--- src/rtl/fpga_link_rx_pkg.sv ---
// Shared constants and state encoding for the inter-FPGA link receiver.
package fpga_link_rx_pkg;

    localparam int LINK_DW = 32;
    localparam int WC_W    = 16;
    localparam logic [LINK_DW-1:0] DEFAULT_SEED = 32'hFFFF_FFFF;

    typedef enum logic [1:0] {
        IDLE     = 2'd0,
        WAIT_REQ = 2'd1,
        ACK      = 2'd2,
        DONE     = 2'd3
    } state_e;

endpackage

--- src/rtl/fpga_link_rx_fifo.sv ---
// Synchronous FIFO with power-of-two depth; data_out holds the last popped word when empty.
module fpga_link_rx_fifo #(
    parameter int WIDTH = 32,
    parameter int DEPTH = 4
) (
    input  logic             clk,
    input  logic             rst,
    input  logic             push,
    input  logic [WIDTH-1:0] push_data,
    input  logic             pop,
    output logic [WIDTH-1:0] pop_data,
    output logic             full,
    output logic             empty
);

    localparam int AW = $clog2(DEPTH);

    logic [WIDTH-1:0] mem [DEPTH];
    logic [AW:0]      wr_ptr;
    logic [AW:0]      rd_ptr;
    logic [WIDTH-1:0] last_q;
    logic             do_push;
    logic             do_pop;

    // Extra pointer bit distinguishes full from empty when the indices match.
    assign empty   = (wr_ptr == rd_ptr);
    assign full    = (wr_ptr[AW] != rd_ptr[AW]) && (wr_ptr[AW-1:0] == rd_ptr[AW-1:0]);
    assign do_pop  = pop && !empty;
    assign do_push = push && (!full || do_pop);

    assign pop_data = empty ? last_q : mem[rd_ptr[AW-1:0]];

    always_ff @(posedge clk) begin
        if (do_push) begin
            mem[wr_ptr[AW-1:0]] <= push_data;
        end
    end

    always_ff @(posedge clk or negedge rst) begin
        if (!rst) begin
            wr_ptr <= '0;
            rd_ptr <= '0;
            last_q <= '0;
        end else begin
            if (do_push) begin
                wr_ptr <= wr_ptr + 1'b1;
            end
            if (do_pop) begin
                rd_ptr <= rd_ptr + 1'b1;
                last_q <= mem[rd_ptr[AW-1:0]];
            end
        end
    end

endmodule

--- src/rtl/fpga_link_rx.sv ---
// Receive endpoint of the inter-FPGA req/ack link: synchronizers, handshake FSM, output FIFO, pattern checker.
// Define FPGA_LINK_RX_CHECK_EN to include the decrementing-pattern checker; otherwise error reports overrun only.
module fpga_link_rx
    import fpga_link_rx_pkg::*;
#(
    parameter int                 RECEIVE_COUNT = 100,
    parameter int                 FIFO_DEPTH    = 4,
    parameter int                 SYNC_STAGES   = 2,
    parameter logic [LINK_DW-1:0] SEED          = DEFAULT_SEED
) (
    input  logic               clk,
    input  logic               rst,
    input  logic [LINK_DW-1:0] data_in,
    input  logic               req_in,
    input  logic               send_done,
    output logic               rdy_out,
    output logic               ack_out,
    output logic [LINK_DW-1:0] data_out,
    output logic               data_valid,
    input  logic               data_ready,
    output logic [WC_W-1:0]    word_count,
    output logic               error,
    output logic               done,
    output logic               led,
    output logic [1:0]         state_dbg
);

    localparam logic [1:0] S_IDLE     = IDLE;
    localparam logic [1:0] S_WAIT_REQ = WAIT_REQ;
    localparam logic [1:0] S_ACK      = ACK;
    localparam logic [1:0] S_DONE     = DONE;

    localparam logic [WC_W-1:0] RC_W = WC_W'(RECEIVE_COUNT);

    logic [1:0] state;
    logic       req_s;
    logic       sd_s;
    logic       push;
    logic       fifo_full;
    logic       fifo_empty;
    logic       mismatch;
    logic       overrun;

    for (genvar g = 0; g < SYNC_STAGES; g++) begin : g_sync
        logic req_q;
        logic sd_q;
        if (g == 0) begin : g_first
            always_ff @(posedge clk or negedge rst) begin
                if (!rst) begin
                    req_q <= 1'b0;
                    sd_q  <= 1'b0;
                end else begin
                    req_q <= req_in;
                    sd_q  <= send_done;
                end
            end
        end else begin : g_next
            always_ff @(posedge clk or negedge rst) begin
                if (!rst) begin
                    req_q <= 1'b0;
                    sd_q  <= 1'b0;
                end else begin
                    req_q <= g_sync[g-1].req_q;
                    sd_q  <= g_sync[g-1].sd_q;
                end
            end
        end
    end

    assign req_s = g_sync[SYNC_STAGES-1].req_q;
    assign sd_s  = g_sync[SYNC_STAGES-1].sd_q;

    // Handshake: a word is taken on the first WAIT_REQ cycle with req_s high and room in
    // the FIFO; ack_out then stays high until req_s drops, and a full FIFO withholds ack.
    assign push      = (state == S_WAIT_REQ) && req_s && !fifo_full;
    assign overrun   = push && (word_count >= RC_W);
    assign state_dbg = state;

`ifdef FPGA_LINK_RX_CHECK_EN
    logic [LINK_DW-1:0] expected;

    always_ff @(posedge clk or negedge rst) begin
        if (!rst) begin
            expected <= SEED;
        end else if (push) begin
            expected <= expected - 32'd1;
        end
    end

    assign mismatch = push && (data_in != expected);
`else
    assign mismatch = 1'b0;
`endif

    always_ff @(posedge clk or negedge rst) begin
        if (!rst) begin
            state      <= S_IDLE;
            ack_out    <= 1'b0;
            rdy_out    <= 1'b0;
            done       <= 1'b0;
            led        <= 1'b0;
            error      <= 1'b0;
            word_count <= '0;
        end else begin
            rdy_out <= (state == S_WAIT_REQ) && !fifo_full;
            led     <= done && (word_count == RC_W) && !error;
            if (mismatch || overrun) begin
                error <= 1'b1;
            end
            case (state)
                S_IDLE: state <= S_WAIT_REQ;
                S_WAIT_REQ: begin
                    if (req_s) begin
                        if (!fifo_full) begin
                            ack_out <= 1'b1;
                            state   <= S_ACK;
                            if (word_count != '1) begin
                                word_count <= word_count + 1'b1;
                            end
                        end
                    end else if (sd_s) begin
                        done  <= 1'b1;
                        state <= S_DONE;
                    end
                end
                S_ACK: begin
                    if (!req_s) begin
                        ack_out <= 1'b0;
                        state   <= S_WAIT_REQ;
                    end
                end
                S_DONE: begin
                    done    <= 1'b1;
                    ack_out <= 1'b0;
                end
                default: state <= S_IDLE;
            endcase
        end
    end

    fpga_link_rx_fifo #(
        .WIDTH (LINK_DW),
        .DEPTH (FIFO_DEPTH)
    ) u_fifo (
        .clk       (clk),
        .rst       (rst),
        .push      (push),
        .push_data (data_in),
        .pop       (data_ready),
        .pop_data  (data_out),
        .full      (fifo_full),
        .empty     (fifo_empty)
    );

    assign data_valid = !fifo_empty;

endmodule
--- config.mk ---
export PLATFORM = sky130hd
export DESIGN_NAME = fpga_link_rx
export DESIGN_NICKNAME = d
export VERILOG_FILES = /design/src/rtl/fpga_link_rx_pkg.sv /design/src/rtl/fpga_link_rx_fifo.sv /design/src/rtl/fpga_link_rx.sv
export SDC_FILE = /design/constraint.sdc
export NUM_CORES = 1
export LEC_CHECK = 0
export ABC_CLOCK_PERIOD_IN_PS = 4700
export CAP_MARGIN = 20
export CORE_ASPECT_RATIO = 2
export CORE_MARGIN = 2
export CORE_UTILIZATION = 40
export CTS_BUF_LIST = sky130_fd_sc_hd__clkbuf_8
export CTS_CLUSTER_SIZE = 8
export DETAILED_ROUTE_END_ITERATION = 10
export HOLD_SLACK_MARGIN = 0.05
export PLACE_DENSITY = 0.69
export SLEW_MARGIN = 10
export SYNTH_ARGS = -nofsm -noshare
export SYNTH_HDL_FRONTEND = slang
export SYNTH_HIERARCHICAL = 1
export SYNTH_SLANG_ARGS = --single-unit
--- constraint.sdc ---
create_clock -name clk -period 4.7 [get_ports clk]
set_input_delay 0.705 -clock clk [delete_from_list [all_inputs] [get_ports clk]]
set_output_delay 0.705 -clock clk [all_outputs]
set_load 0.05 [all_outputs]
==> flow_summary.toml <==
[finish]
syn2layout_area_growth_pct = 19.2
num_antenna_cells = 0
n_fill_cell = 1716
fin_nets = 577
register_area_sq_um = 5470
instances_no_fill = 808
fin_util = 0.487
multiInputGateArea_sq_um = 2460
layout-drive-gt1-share = 0.286

[floorplan]
die_h_um = 206
rows = 73
die_w_um = 105
io_pins = 93
core_sq_um = 19900
die_area_sq_um = 21500
start_util = 0.408

[synth]
mappedNetlistArea_sq_um = 8130
ys_seq_area_frac = 0.673
syn_inst = 432
ys_warn_count = 6
syn_area_per_cell_sq_um = 18.8
syn-num-nets = 476
synthDistinctLibCells = 46
synth-seq-cells = 193

[routing]
drtIter0Drc = 203
postRouteAntennaNets = 0
dr.pass1.iters = 4
drc = 0
vias_per_cell = 5.12
wirelength_um = 15800
vias = 4134
wl_per_cell_um = 19.5

[clock_tree]
cts_sinks = 193
cts_tree = "built"
cts_hold_buf = 0
numCtsBuffers = 17
cts_buffer_depth = 2
post_cts_resized = 0
clock_latency_ps = 460
cts-root-buf = "clkbuf_8"
htree_levels = 4
cts_setup_buffers = 0
clk_pin_slew_worst_paths_ps = 100

[sta]
setup_tns_ps = 0
finalHoldViolCount = 0
slew_viol_final = 0
max_freq_ghz = 0.245
whs_ps = 349
fin_skew_ps = 15.3
timing.final.crit_share = 0.869
relSlewSlack = 0.402
period_needed_ps = 4080
setup_slack_ps = 617
rsz0062_at_grt = "no"
tightest_slew_ps = 897
finalSetupViolCount = 0

[worst_setup_path]
cp-start-kind = "flip-flop"
path_buf_inv = 2
r2r_slack_ps = 1500
cp_slowest_cell = "clkdlybuf4s50_1"
path_class = "reg -> out"
reg2regPathDepth = 7
crit_path_max_incr_delay_ps = 800
rr_startpoint = "u_fifo/rd_ptr[2]"
crit_path_max_fanout = 19
crit_chain = "xnor2_2, nand3_2, buf_4, mux2_2, clkdlybuf4s50_1"
required_ps = 3990
crit_family = "buffers and inverters"
crit_path_end_kind = "output pin"
worst_ep_arrival_time_ps = 3380
r2r-end = "u_fifo/mem[3][12]"

[global_route]
grt_max_degree = 66
grt_pass1_vias = 4483
antenna_found_initial = 0
grt_pass1_wl_um = 24600
grt-ovfl-total = 0
grt_usage = 0.153

[min_path]
hold_class = "in -> async"

[power]
internal-power_mw = 3.90
seq_power_share = 0.341
p_comb_frac = 0.499
p_leak_nw = 3.58
vdd_drop_max_mv = 0.388
cellPowerDensity_nw_per_um2 = 675
swShare = 0.403
clockPowerShare = 0.160
p_switching_mw = 2.64

[place]
gp_congestion = 0.785
io_buffers = 92
hpwl_um = 10200
preCtsSetupSlack_ps = 1070
dp.cells = 776

[flow_run]
maxCapViolCount = 0

[outcome]
outcome = "completed"
==> final cells by class <==
cell class / instances / share of cell area
Inverter: 15 / 0.00581
Sequential cell: 193 / 0.565
Tap cell: 262 / 0.0338
Clock inverter: 15 / 0.0159
Timing Repair Buffer: 100 / 0.101
Clock buffer: 17 / 0.0242
Multi-Input combinational cell: 206 / 0.254
==> cell usage after synthesis (all sizes together) <==
library cell | count | area, sq um
mux2 | 68 | 901
and3 | 2 | 12.5
edfxtp | 128 | 3840
nor3b | 1 | 7.51
buf | 13 | 144
nor4 | 7 | 88.8
nor4b | 1 | 8.76
nor3 | 5 | 25.0
mux4 | 32 | 721
o2111ai | 1 | 8.76
inv | 15 | 56.3
nand4b | 1 | 8.76
nor2b | 3 | 18.8
a21o | 1 | 7.51
o22ai | 1 | 6.26
xor2 | 9 | 78.8
xnor2 | 11 | 111
o311ai | 1 | 8.76
a21oi | 3 | 15.0
o21ai | 3 | 15.0
o41ai | 2 | 36.3
nand2 | 12 | 45.0
a31oi | 3 | 18.8
nand3 | 7 | 40.0
nand2b | 1 | 6.26
dfrtp | 65 | 1630
nor2 | 11 | 43.8
and3b | 1 | 8.76
ha | 7 | 87.6
clkbuf | 5 | 20.0
nand4 | 4 | 40.0
nand4bb | 1 | 11.3
and4 | 3 | 26.3
or3 | 3 | 18.8
a31o | 1 | 8.76
==> cells in the final DEF (no fill, tap or decap), types with 2 or more instances in the layout <==
cell / count
edfxtp_1: 128
clkdlybuf4s50_1: 91
dfrtp_1: 63
mux2_4: 36
mux2_2: 32
mux4_2: 32
clkbuf_8: 17
inv_1: 15
nand2_1: 12
xnor2_1: 9
xor2_1: 9
buf_4: 9
ha_1: 7
nor2_1: 6
nand3_1: 6
nor3_1: 5
nor4_1: 4
nor2_4: 4
and4_1: 3
nor4_4: 3
nand4_1: 3
or3_1: 3
a31oi_1: 3
nor2b_1: 3
o21ai_0: 3
a21oi_1: 3
inv_6: 3
clkinv_4: 3
inv_8: 3
and3_1: 2
clkinv_2: 2
xnor2_2: 2
dfrtp_2: 2
==> stage by stage <==
step,instance area (sq um),total power [mW]
detailed placement,9300,5.56
CTS,9690,6.62
global placement,9300,5.50
floorplan,8130,4.75
finish,9690,6.54
global route,9690,6.84
==> logic make-up after synthesis <==
group	synth area share
AND/OR/NAND/NOR	0.0505
multiplexers	0.200
flip-flops	0.673
XOR/XNOR	0.0234
adder cells (fa/ha/maj)	0.0108
buffers and inverters	0.0271
AO/OA/AOI/OAI	0.0154
==> layer usage <==
metal | global-route usage | up-vias | wire [um]
li1 | - | 1865 | -
met1 | 0.162 | 2153 | 5930
met4 | 0.0724 | 0 | 437
met3 | 0.0326 | 23 | 629
met5 | 0 | - | 0
met2 | 0.286 | 93 | 8770
==> power by group through the flow <==
stage	logic (mW)	clock network, mW	registers [mW]
after CTS	3.32	1.08	2.22
after global routing	3.44	1.15	2.25
final	3.26	1.05	2.23
after global placement	3.25	0	2.25
after detailed placement	3.30	0	2.26
after floorplan	2.46	0	2.30
==> sequential cells by signal, summed over array words and instances, names as in the netlist, 2 cells and up <==
name and flops:
u_fifo/wr_ptr 3, u_fifo/mem 128, word_count 16, state_dbg 2
g_sync.sd_q 2, u_fifo/rd_ptr 3, u_fifo/last_q 32, g_sync.req_q 2
==> worst max path at each step <==
| stage | cells past startpoint | slack (ps) | start | end |
|---|---|---|---|---|
| after floorplan | 7 | 1370 | u_fifo/rd_ptr[2] | u_fifo/mem[0][0] |
| after global placement | 5 | 1140 | u_fifo/rd_ptr[2] | data_out[16] |
| after detailed placement | 5 | 1070 | u_fifo/rd_ptr[2] | data_out[14] |
| after CTS | 5 | 520 | u_fifo/rd_ptr[2] | data_out[14] |
| after global routing | 5 | 390 | u_fifo/rd_ptr[2] | data_out[14] |
| final | 5 | 620 | u_fifo/rd_ptr[2] | data_out[14] |
==> worst register-to-register path: stages, from the launching register on <==
cell	delay, ps
dfrtp_1	430
xnor2_2	410
nor2_1	150
nand4bb_1	610
inv_1	410
o41ai_4	240
nor2_4	110
buf_4	450
Note: power is estimated with default switching activity, not from simulation.
